`config.mk`:
```
export PLATFORM = sky130hd
export DESIGN_NAME = dsp_pipe_reg
export DESIGN_NICKNAME = d
export VERILOG_FILES = /design/src/rtl/dsp_pipe_pkg.sv /design/src/rtl/dsp_pipe_stage.sv /design/src/rtl/dsp_pipe_reg.sv
export SDC_FILE = /design/constraint.sdc
export NUM_CORES = 1
export LEC_CHECK = 0
export CORE_MARGIN = 3
export CORE_UTILIZATION = 45
export CTS_BUF_LIST = sky130_fd_sc_hd__clkbuf_4 sky130_fd_sc_hd__clkbuf_8
export CTS_CLUSTER_SIZE = 30
export DETAILED_ROUTE_END_ITERATION = 7
export PLACE_DENSITY = 0.78
export SLEW_MARGIN = 25
export SYNTH_ARGS = -nofsm -noshare
export SYNTH_HDL_FRONTEND = slang
export SYNTH_SLANG_ARGS = --single-unit
```
`constraint.sdc`:
```
create_clock -name clk -period 1.5 [get_ports clk]
set_clock_uncertainty 0.1 [all_clocks]
set_input_delay 0.15 -clock clk [delete_from_list [all_inputs] [get_ports clk]]
set_output_delay 0.15 -clock clk [all_outputs]
set_load 0.05 [all_outputs]
```
`src/rtl/dsp_pipe_pkg.sv`:
```
// Shared constants and the tap-select width helper for the DSP pipeline register.
package dsp_pipe_pkg;

    localparam int unsigned MAX_DEPTH  = 8;
    localparam int unsigned TAP_BYPASS = 0;

    // Bits needed to encode values 0..value-1; returns 0 for value <= 1.
    function automatic int unsigned clog2(input int unsigned value);
        int unsigned width;
        width = 0;
        for (int unsigned i = 0; i < 32; i++) begin
            if ((32'd1 << i) < value) begin
                width = i + 1;
            end
        end
        return width;
    endfunction

endpackage

```
`src/rtl/dsp_pipe_stage.sv`:
```
// One pipeline stage: data plus valid register with clock enable and synchronous clear.
module dsp_pipe_stage #(
    parameter int unsigned W = 18
) (
    input  logic         clk,
    input  logic         rst_n,
    input  logic         ce,
    input  logic         sclr,
    input  logic [W-1:0] in_data,
    input  logic         in_valid,
    output logic [W-1:0] out_data,
    output logic         out_valid
);

    // sclr wins over ce; data advances regardless of the valid bit.
    always_ff @(posedge clk or negedge rst_n) begin
        if (!rst_n) begin
            out_data  <= '0;
            out_valid <= 1'b0;
        end else if (sclr) begin
            out_data  <= '0;
            out_valid <= 1'b0;
        end else if (ce) begin
            out_data  <= in_data;
            out_valid <= in_valid;
        end
    end

endmodule

```
`src/rtl/dsp_pipe_reg.sv`:
```
// Configurable-depth DSP pipeline register with width extension, selectable output tap
// and a live count of valid stages.
module dsp_pipe_reg
    import dsp_pipe_pkg::*;
#(
    parameter int unsigned IN_W   = 18,
    parameter int unsigned OUT_W  = 18,
    parameter int unsigned DEPTH  = 2,
    parameter bit          SIGNED = 1'b1,
    localparam int unsigned TW    = clog2(DEPTH + 1)
) (
    input  logic              clk,
    input  logic              rst_n,
    input  logic              ce,
    input  logic              sclr,
    input  logic [IN_W-1:0]   in_data,
    input  logic              in_valid,
    input  logic [TW-1:0]     tap_sel,
    output logic [OUT_W-1:0]  out_data,
    output logic              out_valid,
    output logic [TW-1:0]     occupancy,
    output logic              tap_err
);

    if (OUT_W < IN_W) begin : g_bad_width
        $error("dsp_pipe_reg: OUT_W (%0d) must not be smaller than IN_W (%0d)", OUT_W, IN_W);
    end
    if (DEPTH < 1 || DEPTH > MAX_DEPTH) begin : g_bad_depth
        $error("dsp_pipe_reg: DEPTH (%0d) must be within 1..%0d", DEPTH, MAX_DEPTH);
    end

    logic [OUT_W-1:0] ext_data;
    logic [OUT_W-1:0] st_data [DEPTH+1];
    logic [DEPTH:0]   st_valid;
    int unsigned      sel;

    always_comb begin
        if (SIGNED) begin
            ext_data = OUT_W'($signed(in_data));
        end else begin
            ext_data = OUT_W'(in_data);
        end
    end

    // Index 0 of the stage arrays is the unregistered input, so the tap mux treats bypass uniformly.
    assign st_data[TAP_BYPASS]  = ext_data;
    assign st_valid[TAP_BYPASS] = in_valid;

    for (genvar k = 1; k <= DEPTH; k++) begin : g_stage
        dsp_pipe_stage #(
            .W (OUT_W)
        ) u_stage (
            .clk       (clk),
            .rst_n     (rst_n),
            .ce        (ce),
            .sclr      (sclr),
            .in_data   (st_data[k-1]),
            .in_valid  (st_valid[k-1]),
            .out_data  (st_data[k]),
            .out_valid (st_valid[k])
        );
    end

    // Out-of-range selects fall back to the last stage and raise tap_err.
    always_comb begin
        sel       = 32'(tap_sel);
        tap_err   = (sel > DEPTH);
        out_data  = st_data[DEPTH];
        out_valid = st_valid[DEPTH];
        for (int unsigned i = 0; i <= DEPTH; i++) begin
            if (sel == i) begin
                out_data  = st_data[i];
                out_valid = st_valid[i];
            end
        end
    end

    always_comb begin
        occupancy = '0;
        for (int unsigned i = 1; i <= DEPTH; i++) begin
            occupancy = occupancy + TW'(st_valid[i]);
        end
    end

endmodule

```
==> impl_metrics.csv, run 1 <==
group,metric,value,unit
cts,cts-root-buf,"clkbuf_8",
timing,setup_viol,0,
placement,post-dp-hpwl,2687,um
cts,cts_tree,"yes",
power,peakVddDrop,0.5575,mV
timing,grt_setup_unrepaired,"no",
synth,post_synth.cell_area_avg,10.45,um^2
floorplanning,dieHeight,71.90,um
worst_setup_path,path_max_fanout,4,
worst_setup_path,max_stage_delay,0.41,ns
grt,grt_pass1_wl,7113,um
flow_run,max_cap_violations,0,
finish,diodes,0,
floorplanning,initial_core_util,0.4783,
synth,syn_nets,213,
timing,period_needed,1.444,ns
route,wl_per_cell,15.02,um
timing,tightestPinTransition,0.4684,ns
synth,synthCells,187,
route,ant_nets,0,
cts,clk_latency,0.28,ns
worst_setup_path,end_kind,"output pin",
synth,synth_area,1954,um^2
grt,overflow,0,
timing,max_freq,692.4,MHz
finish,drive_gt1_frac,0.2479,
worst_setup_path,endpoint,"occupancy[0]",
power,p_leak,1.438,nW
run_status,status,"finished clean",
synth,seq_area_frac_synth,0.4866,
floorplanning,die_w,71.90,um
route,vias,1510,
route,post-route-drc-count,0,
cts,cts_buffer_depth,2,
worst_setup_path,cp.buffers_inverters,1,
worst_setup_path,worst_r2r_endpoint,"g_stage[2].u_stage.out_data[3]",
grt,grt_use_total,0.1774,
route,vias_per_cell,5.243,
grt,grt_max_degree,39,
cts,cts.sinks,38,
synth,synth_warnings,0,
timing,setup_slack,0.05578,ns
cts,cts_buffers,5,
worst_setup_path,path_class,"reg2out",
power,powerDensity,901.0,nW/um^2
synth,synth_fa_ha_area_frac,0.006402,
timing,setup-tns-final,0,ns
worst_setup_path,slowest_stage,"dfrtp_1",
timing,slew_headroom,0.6878,
worst_setup_path,crit_family,"flip-flops",
finish,fillers,276,
grt,grt_pass1_vias,1506,
timing,hold_viol_final,0,
worst_setup_path,regToRegSetupSlack,0.64,ns
floorplanning,num_io_pins,47,
power,power.total,2.651,mW
placement,numPortBuffers,46,
synth,yosysUniqueCellTypes,13,
finish,nets,263,
worst_setup_path,cp-start-kind,"flop",
finish,seq_area,950.9,um^2
worst_setup_path,path_cells,"ha_1 -> buf_12",
worst_setup_path,r2r-start,"g_stage[1].u_stage.out_data[3]",
floorplanning,dieArea,5170,um^2
timing,slew_violations,0,
synth,ys_seq_elements,38,
worst_setup_path,required,1.25,ns
cts,cts.reportedPaths.clkPinSlew,0.07,ns
finish,final_cells,288,
worst_hold_path,hold_class,"in2reg",
timing,holdWs,0.2214,ns
finish,multiInputGateArea,958.4,um^2
cts,cts.htree.levels,2,
finish,syn_to_final_growth,50.58,%
worst_setup_path,worstSetupStartpoint,"g_stage[1].u_stage.out_valid",
synth,synthMuxAreaShare,0.2919,
grt,antenna_found_initial,0,
floorplanning,row_count,23,
worst_setup_path,arrival,1.19,ns
floorplanning,core,4086,um^2
cts,postCtsSetupBuffers,0,
placement,dp.cells,277,
timing,fin_crit_sh,0.9628,
route,drt_wl_total,4327,um
route,drt_iter0_markers,81,
synth,synthSimpleGateAreaFrac,0.1127,
placement,place_ws,-0.1441,ns
placement,gp_congestion,0.7036,
synth,synth_top_family_by_area,"multiplexers",
worst_setup_path,ff2ff_path_depth,2,
worst_hold_path,hold_depth,3,
worst_setup_path,cp_num_cells,2,
synth,synth_xor_area_frac,0,
synth,synth_compound_area_frac,0.04866,
route,firstDrtPassIters,4,
## cells in the mapped netlist
cell type | number | area, um^2
mux2i_1 | 57 | 570.6
dfrtp_1 | 38 | 950.9
nor2_1 | 38 | 142.6
nand2_1 | 19 | 71.32
o21ai_1 | 19 | 95.09
buf_2 | 4 | 20.02
clkbuf_1 | 4 | 15.01
buf_12 | 2 | 40.04
buf_4 | 2 | 15.01
and2_1 | 1 | 6.260
buf_1 | 1 | 3.750
buf_6 | 1 | 11.26
ha_1 | 1 | 12.51
## sequential cells by signal, summed over array words and instances, names as in the netlist
register and flops:
g_stage.u_stage.out_data 36, g_stage.u_stage.out_valid 2
## metrics by stage
| stage | util | instance area, um^2 |
|---|---|---|
| floorplan | - | 1954 |
| global placement | 0.6620 | 2705 |
| detailed placement | 0.6620 | 2705 |
| CTS | 0.7205 | 2944 |
| global route | 0.7201 | 2943 |
| finish | 0.7201 | 2943 |
## area by class of cell
| cell class | instances | share of cell area |
|---|---|---|
| tap | 50 | 0.02126 |
| multi-input combinational | 135 | 0.3257 |
| clock inverter | 3 | 0.01361 |
| clock buffer | 5 | 0.02338 |
| sequential | 38 | 0.3231 |
| timing repair buffer | 57 | 0.2929 |
## worst reg2reg max path: stages, from the launching register on
cell	delay [ns]
dfrtp_1	0.41
mux2i_1	0.18
nor2_1	0.07
## worst min path at each step
stage,start,to,slack (ns)
after floorplan,rst_n,g_stage[1].u_stage.out_data[0],-0.25
after global placement,rst_n,g_stage[1].u_stage.out_data[5],0.12
after detailed placement,rst_n,g_stage[1].u_stage.out_data[5],0.13
after CTS,ce,g_stage[2].u_stage.out_data[17],0.22
after global routing,ce,g_stage[1].u_stage.out_data[10],0.24
final,ce,g_stage[1].u_stage.out_data[13],0.22
## cells in the final DEF, fill, tap and decap left out
cell type / Yosys / routed
mux2i_1: 57 / 57
nor2_1: 38 / 38
dfrtp_1: 38 / 38
buf_12: 2 / 27
clkdlybuf4s50_1: 0 / 20
nand2_1: 19 / 19
o21ai_2: 0 / 16
clkbuf_8: 0 / 5
o21ai_1: 19 / 3
buf_4: 2 / 3
clkinv_2: 0 / 2
bufbuf_16: 0 / 2
buf_2: 4 / 2
and2_1: 1 / 1
ha_1: 1 / 1
bufinv_16: 0 / 1
dlygate4sd3_1: 0 / 1
clkbuf_2: 0 / 1
dlygate4sd2_1: 0 / 1
## logic make-up after synthesis
| logic type | count (synthesis) |
|---|---|
| and+or+nand+nor | 58 |
| muxes | 57 |
| DFF | 38 |
| AOI/OAI and AO/OA | 19 |
| buffers and inverters | 14 |
| adders and majority gates | 1 |
## what timing repair did
| item | 4_1_cts | 5_1_grt |
|---|---|---|
| endpoints found under the hold margin | 38 | 0 |
| endpoints found under the setup margin | 19 | 4 |
| gates resized for setup | 18 | 2 |
| cloned | 2 | 0 |
| hold buffers | 1 | 0 |
## power by group
group | leakage [nW] | internal, mW | switching, mW
Clock | 0.0579 | 0.489 | 0.344
Combinational | 0.867 | 0.352 | 0.365
Sequential | 0.513 | 1.07 | 0.0316
## layer usage
metal / vias up / track usage / routed length, um
li1: 739 / - / -
met2: 30 / 0.2918 / 2238
met3: 9 / 0.03601 / 170
met1: 732 / 0.2278 / 1822
met5: - / 0 / 0
met4: 0 / 0.07724 / 95
Power figures use the tool's default switching activity.
==> run 2: changes to the inputs <==
Settings changed: SLEW_MARGIN 25 to 10.
==> results of run 2 <==
No change in the layout: final DEF, timing and power equal those of run 1.
==> run 3: changes to the inputs <==
==> constraint.sdc (replaced) <==
create_clock -name clk -period 1.5 [get_ports clk]
set_clock_uncertainty 0.1 [all_clocks]
set_input_delay 0.3 -clock clk [delete_from_list [all_inputs] [get_ports clk]]
set_output_delay 0.3 -clock clk [all_outputs]
set_load 0.05 [all_outputs]
==> impl_metrics.csv, run 3 (same netlist as run 1, synthesis figures left out) <==
group,metric,value,unit
run_status,status,"complete, but fails checks",
run_status,failed_checks,"negative setup slack",
grt,grt_pass1_wl,7852,um
cts,cts_buffers,5,
finish,diodes,0,
route,vias_per_cell,5.258,
placement,post-dp-hpwl,2708,um
cts,cts-root-buf,"clkbuf_8",
cts,cts.reportedPaths.clkPinSlew,0.07,ns
worst_setup_path,end_kind,"output pin",
grt,grt_max_degree,39,
floorplanning,dieHeight,71.90,um
placement,place_ws,-0.4176,ns
floorplanning,die_w,71.90,um
worst_setup_path,path_max_fanout,4,
cts,cts_tree,"yes",
route,vias,1630,
finish,layout_common_cells,"mux2i_1, nor2_1, dfrtp_1, buf_12, buf_4",
route,drt_wl_total,4915,um
timing,slew_violations,0,
floorplanning,num_io_pins,47,
cts,cts.htree.levels,2,
finish,largest_reg_flops,36,
finish,final_common_cell,"mux2i_1",
finish,fillers,254,
timing,tightestPinTransition,0.4653,ns
worst_setup_path,required,1.10,ns
finish,biggestRegsByFlops,"g_stage.u_stage.out_data (36), g_stage.u_stage.out_valid (2)",
route,wl_per_cell,15.85,um
route,ant_nets,0,
worst_setup_path,worst_r2r_endpoint,"g_stage[1].u_stage.out_data[12]",
flow_run,max_cap_violations,0,
grt,grt_pass1_vias,1669,
grt,antenna_found_initial,0,
floorplanning,row_count,23,
route,post-route-drc-count,0,
floorplanning,core,4086,um^2
worst_hold_path,hold_class,"in2reg",
timing,setup_viol,7,
cts,cts_buffer_depth,2,
timing,hold_viol_final,0,
worst_setup_path,arrival,1.15,ns
floorplanning,dieArea,5170,um^2
finish,syn_to_final_growth,58.13,%
worst_setup_path,cp-start-kind,"flop",
placement,numPortBuffers,46,
grt,grt_use_total,0.1948,
cts,clk_latency,0.28,ns
timing,max_freq,646.2,MHz
route,drt_iter0_markers,116,
grt,overflow,0,
worst_setup_path,worstSetupStartpoint,"g_stage[1].u_stage.out_valid",
worst_setup_path,endpoint,"out_valid",
worst_setup_path,regToRegSetupSlack,0.42,ns
timing,slew_headroom,0.6898,
power,peakVddDrop,0.5830,mV
floorplanning,initial_core_util,0.4783,
finish,final_core_util,0.7563,
timing,fin_crit_sh,1.032,
worst_setup_path,ff2ff_path_depth,4,
power,powerDensity,838.4,nW/um^2
finish,drive_gt1_frac,0.3500,
timing,setup-tns-final,-0.1747,ns
worst_setup_path,r2r-start,"g_stage[1].u_stage.out_data[12]",
route,firstDrtPassIters,4,
timing,setup_slack,-0.04745,ns
timing,period_needed,1.547,ns
power,p_leak,1.552,nW
finish,regMostFlops,"g_stage.u_stage.out_data",
worst_setup_path,path_class,"reg2out",
timing,grt_setup_unrepaired,"yes",
cts,cts.sinks,38,
placement,gp_congestion,0.7397,
finish,nets,285,
run 3: changes by cell type in the layout (fill, tap and decap cells not counted), sizes merged:
cell,delta
clkdlybuf4s50,-19
dlygate4sd2,+18
bufbuf,-2
clkinv,-1
bufinv,-1
buf,+26
clkbuf,+1
run 3: how the worst min path moves through the flow:
stage                      from                               to  slack (ns)  cells past startpoint
floorplan                 rst_n   g_stage[1].u_stage.out_data[0]        -0.1                      0
global placement          rst_n   g_stage[1].u_stage.out_data[4]        0.27                      2
detailed placement        rst_n   g_stage[1].u_stage.out_data[4]        0.27                      2
CTS                 in_data[13]  g_stage[1].u_stage.out_data[13]        0.31                      3
global route        in_data[14]  g_stage[1].u_stage.out_data[14]        0.34                      3
finish              in_data[14]  g_stage[1].u_stage.out_data[14]        0.31                      3
run 3: what timing repair did:
| action | in CTS | in global routing |
|---|---|---|
| hold endpoints to repair | 38 | 0 |
| setup buffers | 14 | 10 |
| pin swaps | 19 | 13 |
| hold buffers | 1 | 0 |
| endpoints found under the setup margin | 21 | 20 |
| resized for setup | 32 | 4 |
| gates cloned | 2 | 0 |
run 3: worst max-delay path, cell delays in order, from the launching register on:
cell	delay [ns]
dfrtp_2	0.45
mux2i_2	0.17
o21ai_2	0.09
buf_12	0.15
run 3: area by class of cell:
type	instances	area, um^2	area share
Sequential cell	38	952.2	0.3081
Tap cell	50	62.56	0.02024
Clock buffer	7	90.09	0.02915
Multi-Input combinational cell	135	997.2	0.3227
Clock inverter	1	5.005	0.001619
Timing Repair Buffer	79	983.4	0.3182
run 3: layer usage:
metal | vias up | track usage | part of all wire
li1 | 783 | - | -
met1 | 801 | 0.2459 | 0.41
met2 | 39 | 0.3449 | 0.54
met3 | 7 | 0.03186 | 0.040
met4 | 0 | 0.05637 | 0.0098
met5 | - | 0 | 0
run 3: through the flow:
| step | area [um^2] | total power [mW] | hold slack (ns) | instances |
|---|---|---|---|---|
| 2_1_floorplan | 2018 | 1.490 | -0.09559 | 187 |
| 3_3_place_gp | 2736 | 1.800 | 0.2662 | 275 |
| 3_5_place_dp | 2736 | 1.811 | 0.2739 | 275 |
| 4_1_cts | 3003 | 2.566 | 0.3086 | 300 |
| 5_1_grt | 3090 | 2.704 | 0.3408 | 310 |
| 6_report | 3090 | 2.591 | 0.3091 | 310 |
run 3: power breakdown:
group / internal (mW) / total (mW) / switching, mW
Sequential: 1.07 / 1.10 / 0.0296
Clock: 0.389 / 0.722 / 0.333
Combinational: 0.375 / 0.770 / 0.395
==> RTL change 1, RTL diff (config.mk and constraints of run 1) <==
Reset style: synchronous (`rst_n`), changed in one clocked block.
--- a/src/rtl/dsp_pipe_stage.sv
+++ b/src/rtl/dsp_pipe_stage.sv
@@ -14,5 +14,5 @@
 
     // sclr wins over ce; data advances regardless of the valid bit.
-    always_ff @(posedge clk or negedge rst_n) begin
+    always_ff @(posedge clk) begin
         if (!rst_n) begin
             out_data  <= '0;
Check against the original RTL: differs if rst_n is asserted again (counterexample within 4 cycles, from zero or initial values and one cycle with rst_n low); with rst_n held inactive, the same outputs for 10 cycles.
==> RTL change 1 against run 1 <==
Cell area is 9.0% lower. Fmax decreased by 1.3%. Power is 13% lower. Setup slack got worse by 0.019 ns. Wire length is 9.3% lower. Area after synthesis down 9.3%. Sequential cell count is the same. Critical endpoint is now out_data[2]. Highest routed layer unchanged.
==> RTL change 1: results (changes against run 1) <==
peak supply drop 636 µV (was 557 µV); clk root buf clkbuf_8 (unchanged); dpl ws -0.139 ns (was -0.144 ns); Mapped Nets 214 (was 213); area occupied by multi-input gates 935 µm² (was 958 µm²); via-per-instance ratio 5.19 (was 5.24); routed length per instance 13.9 µm (was 15.0 µm); nets@finish 260 (was 263); Least-Margin Pin Slew 0.288 ns (was 0.468 ns); Final Hold Slack 0.218 ns (was 0.221 ns); ys flop type dfxtp_1 (was dfrtp_1); layout cells sized above 1 19.6% (was 24.8%); total track usage 18.3% (was 17.7%); status complete, no violations (unchanged); crit path DAT 1.21 ns (was 1.19 ns); Reg2Reg Setup Slack 0.73 ns (was 0.64 ns); Synth top cells by count mux2i_1 (57), dfxtp_1 (38), nor2_1 (38), nand2_1 (19), o21ai_1 (19) (was mux2i_1 (57), dfrtp_1 (38), nor2_1 (38), nand2_1 (19), o21ai_1 (19)); DP HPWL 2460 µm (was 2690 µm); LEAKAGE 1.15 nW (was 1.44 nW); CP Max Fanout 7 (was 4); Post-synth ARST share 0% (was 100%); Critical path origin tap_sel[0] (was g_stage[1].u_stage.out_valid); first-pass GRT wire length 6470 µm (was 7110 µm); synth top area cells dfxtp_1 (43%), mux2i_1 (32%), nor2_1 (8.0%) (was dfrtp_1 (49%), mux2i_1 (29%), nor2_1 (7.3%)); Num CTS Buffers 5 (unchanged); HP Start ce (unchanged); sequential fraction of the synthesis area 42.9% (was 48.7%); reg2reg end g_stage[2].u_stage.out_data[4] (was g_stage[2].u_stage.out_data[3])
[RTL change 1: cell count changes after synthesis, sizes merged]
| cell | before | now |
|---|---|---|
| dfrtp | 38 | 0 |
| buf | 10 | 11 |
| dfxtp | 0 | 38 |
| clkbuf | 4 | 3 |
| nand2b | 0 | 1 |
[RTL change 1: worst max-delay path by stage]
stage	end	slack, ns	depth (start not counted)
5_1_grt	out_data[15]	0.006	5
6_report	out_data[2]	0.04	5
4_1_cts	out_data[7]	0.0004	5
3_3_place_gp	out_data[6]	-0.1	5
3_5_place_dp	out_data[5]	-0.14	5
2_1_floorplan	out_data[10]	0.06	3
[RTL change 1: kinds of logic (layout without fill, tap and decap cells)]
kind of cell | after synthesis | count (layout) | synth area share, %
and+or+nand+nor | 59 | 59 | 12.8
muxes | 57 | 57 | 32.2
buffers and inverters | 14 | 61 | 6.07
AOI/OAI and AO/OA | 19 | 19 | 5.36
DFF | 38 | 38 | 42.9
adders and majority gates | 1 | 1 | 0.706
[RTL change 1: where the power goes]
part | internal [mW] | total, mW | switching (mW)
clock network | 0.388 | 0.714 | 0.326
logic | 0.276 | 0.540 | 0.264
registers | 1.03 | 1.04 | 0.0148
total | 1.69 | 2.30 | 0.604
[RTL change 1: worst max-delay path, stage by stage]
cell and delay [ns]:
clkdlybuf4s15_1 0.25, bufbuf_16 0.32, mux2i_1 0.11, o21ai_1 0.20, buf_12 0.17
[RTL change 1: through the flow]
stage | cells | util [%]
3_3_place_gp | 273 | 67.0
4_1_cts | 283 | 71.4
6_report | 283 | 72.1
5_1_grt | 283 | 72.1
3_5_place_dp | 273 | 67.0
2_1_floorplan | 188 | -
[RTL change 1: area by class of cell]
cell class,count,area share (%)
clock buffers,7,3.36
flip-flops and latches,38,28.4
well taps,48,2.24
repair buffers,53,30.9
multi-input cells,136,34.9
clock inverters,1,0.187
[RTL change 1: what timing repair did]
item / CTS / global route
gates resized for setup: 4 / 7
gates cloned: 2 / 0
setup buffers: 0 / 0
endpoints found under the setup margin: 19 / 7
endpoints found under the hold margin: 0 / 0
[RTL change 1: routing by layer]
| layer | global-route usage [%] | vias up | share of wire (%) |
|---|---|---|---|
| met2 | 32.4 | 44 | 49 |
| met5 | 0 | - | 0 |
| li1 | - | 729 | - |
| met1 | 21.2 | 689 | 44 |
| met3 | 3.57 | 7 | 4.8 |
| met4 | 8.03 | 0 | 1.7 |
==> RTL change 2, RTL diff (flow settings as in run 1) <==
Made on the original files. `IN_W`: 18 -> 14.
--- a/src/rtl/dsp_pipe_reg.sv
+++ b/src/rtl/dsp_pipe_reg.sv
@@ -4,5 +4,5 @@
     import dsp_pipe_pkg::*;
 #(
-    parameter int unsigned IN_W   = 18,
+    parameter int unsigned IN_W   = 14,
     parameter int unsigned OUT_W  = 18,
     parameter int unsigned DEPTH  = 2,
Ports: changed (resized in_data); port bits go from 47 to 43. No check against the original RTL was run, so the function may have changed too.
==> RTL change 2 against run 1 <==
The flow now finishes with violations (negative setup slack). Wire length is 13% lower. Sequential cell count is 8 lower. Combinational power is 6.4% lower. Area after synthesis is 19% lower. Critical path depth is 2 higher. Synthesized cell count is 18% lower. Power is 20% lower. Setup slack worse by 0.15 ns. Cell area is 15% lower. Register-to-register slack worse by 0.19 ns. Non-clock buffer count stayed put. First-iteration DRC count is 37% lower. Via count is 12% lower. Largest power group unchanged.
==> RTL change 2: results (changes against run 1) <==
Cell Area, Placed 2260 µm² (was 2710 µm²); Total Wirelength 3770 µm (was 4330 µm); final setup fails 5 (was 0); LEAKAGE 1.20 nW (was 1.44 nW); first-pass GRT wire length 6450 µm (was 7110 µm); #MultiIn Comb 107 (was 135); failing checks negative setup slack; Clock transition at path regs 0.10 ns (was 0.07 ns); layout clock buffer count 8 (was 5); CP Max Fanout 5 (was 4); Final Util 78.0% (was 72.0%); fin cells 246 (was 288); total track usage 20.2% (was 17.7%); Min-Delay Path Class in2async (was in2reg); worst skew pair latency 0.33 ns (was 0.28 ns); sequential fraction of the synthesis area 47.2% (was 48.7%); TNS Setup -0.444 ns (was 0 ns); peak supply drop 654 µV (was 557 µV); DP HPWL 2400 µm (was 2690 µm); layout cells sized above 1 30.7% (was 24.8%); synth top area cells dfrtp_1 (47%), mux2i_1 (28%), nor2_1 (7.1%) (was dfrtp_1 (49%), mux2i_1 (29%), nor2_1 (7.3%)); Critical path origin g_stage[1].u_stage.out_data[16] (was g_stage[1].u_stage.out_valid); register share of the cell area 30.0% (was 32.3%); area occupied by multi-input gates 787 µm² (was 958 µm²); clk root buf clkbuf_4 (was clkbuf_8); TritonRoute pass-1 iters 5 (was 4); max_slew headroom 74.8% (was 68.8%); clk buf depth 2 (unchanged); ClkCell Share 3.15% (was 3.70%); status finished with violations (was complete, no violations); Sw Ratio 29.9% (was 27.9%); Reg2Reg Setup Slack 0.45 ns (was 0.64 ns); Post-synth ARST share 100% (unchanged); port bufs 42 (was 46); Largest regs g_stage.u_stage.out_data (28), g_stage.u_stage.out_valid (2) (was g_stage.u_stage.out_data (36), g_stage.u_stage.out_valid (2)); Mapped Nets 175 (was 213); largest net degree at the start of global routing 31 (was 39); DR vias 1,326 (was 1,510); vias in the first global route 1,378 (was 1,506); Worst setup endpoint out_data[14] (was occupancy[0]); post-route cell area 2500 µm² (was 2940 µm²); reg2reg end g_stage[1].u_stage.out_data[16] (was g_stage[2].u_stage.out_data[3]); nets@finish 223 (was 263); DP Cell Count 230 (was 277); Fill cells 219 (was 276); Gate Count Post-Synth 153 (was 187); initial antenna violation count 0 (unchanged); buffering overhead 33.1% (was 29.3%); initial DRC count 51 (was 81); Clock Sinks 30 (was 38); RePlAce Congestion 0.731 (was 0.704); Synth top cells by count mux2i_1 (45), dfrtp_1 (30), nor2_1 (30), nand2_1 (15), o21ai_1 (9) (was mux2i_1 (57), dfrtp_1 (38), nor2_1 (38), nand2_1 (19), o21ai_1 (19)); FF-to-FF path depth 4 (was 2); setup ws final -0.0898 ns (was 0.0558 ns)
## RTL change 2: timing repair
item | in CTS | in global routing
pin swaps | 1 | 1
gates resized for setup | 10 | 8
endpoints found under the setup margin | 21 | 16
cloned | 1 | 0
buffers inserted | 3 | 5
## RTL change 2: worst min-delay path by stage
stage | from | slack [ns] | end | cells past startpoint
final | rst_n | 0.09 | g_stage[2].u_stage.out_data[2] | 2
after global routing | rst_n | 0.10 | g_stage[1].u_stage.out_data[0] | 2
after CTS | rst_n | 0.09 | g_stage[1].u_stage.out_data[0] | 2
after detailed placement | g_stage[2].u_stage.out_data[0] | 0.41 | g_stage[2].u_stage.out_data[0] | 2
after global placement | g_stage[2].u_stage.out_data[2] | 0.40 | g_stage[2].u_stage.out_data[2] | 2
after floorplan | rst_n | -0.25 | g_stage[1].u_stage.out_data[0] | 0
## RTL change 2: power by group through the flow
stage          clock network, mW  registers, mW  logic (mW)
3_5_place_dp                   0          0.885       0.614
5_1_grt                    0.655          0.875       0.706
2_1_floorplan                  0          0.879       0.333
6_report                   0.592          0.870       0.671
3_3_place_gp                   0          0.882       0.602
4_1_cts                    0.613          0.870       0.653
## RTL change 2: critical path: stages, from the launching register on
cell     delay (ns)
dfrtp_1        0.41
mux2i_2        0.23
o21ai_4        0.08
buf_12         0.15
buf_12         0.14
## RTL change 2: routing by layer
metal | wire [µm] | global-route usage, % | vias to the layer above
met5 | 0 | 0 | -
met4 | 68 | 9.33 | 0
met3 | 205 | 5.81 | 11
met2 | 1960 | 33.4 | 51
met1 | 1540 | 24.1 | 656
li1 | - | - | 608
## RTL change 2: cell families after synthesis
group,count (synthesis),synth area share (%)
AOI/OAI and AO/OA,15,4.72
DFF,30,47.2
adders and majority gates,1,0.787
and+or+nand+nor,46,11.1
muxes,45,28.3
buffers and inverters,16,7.80
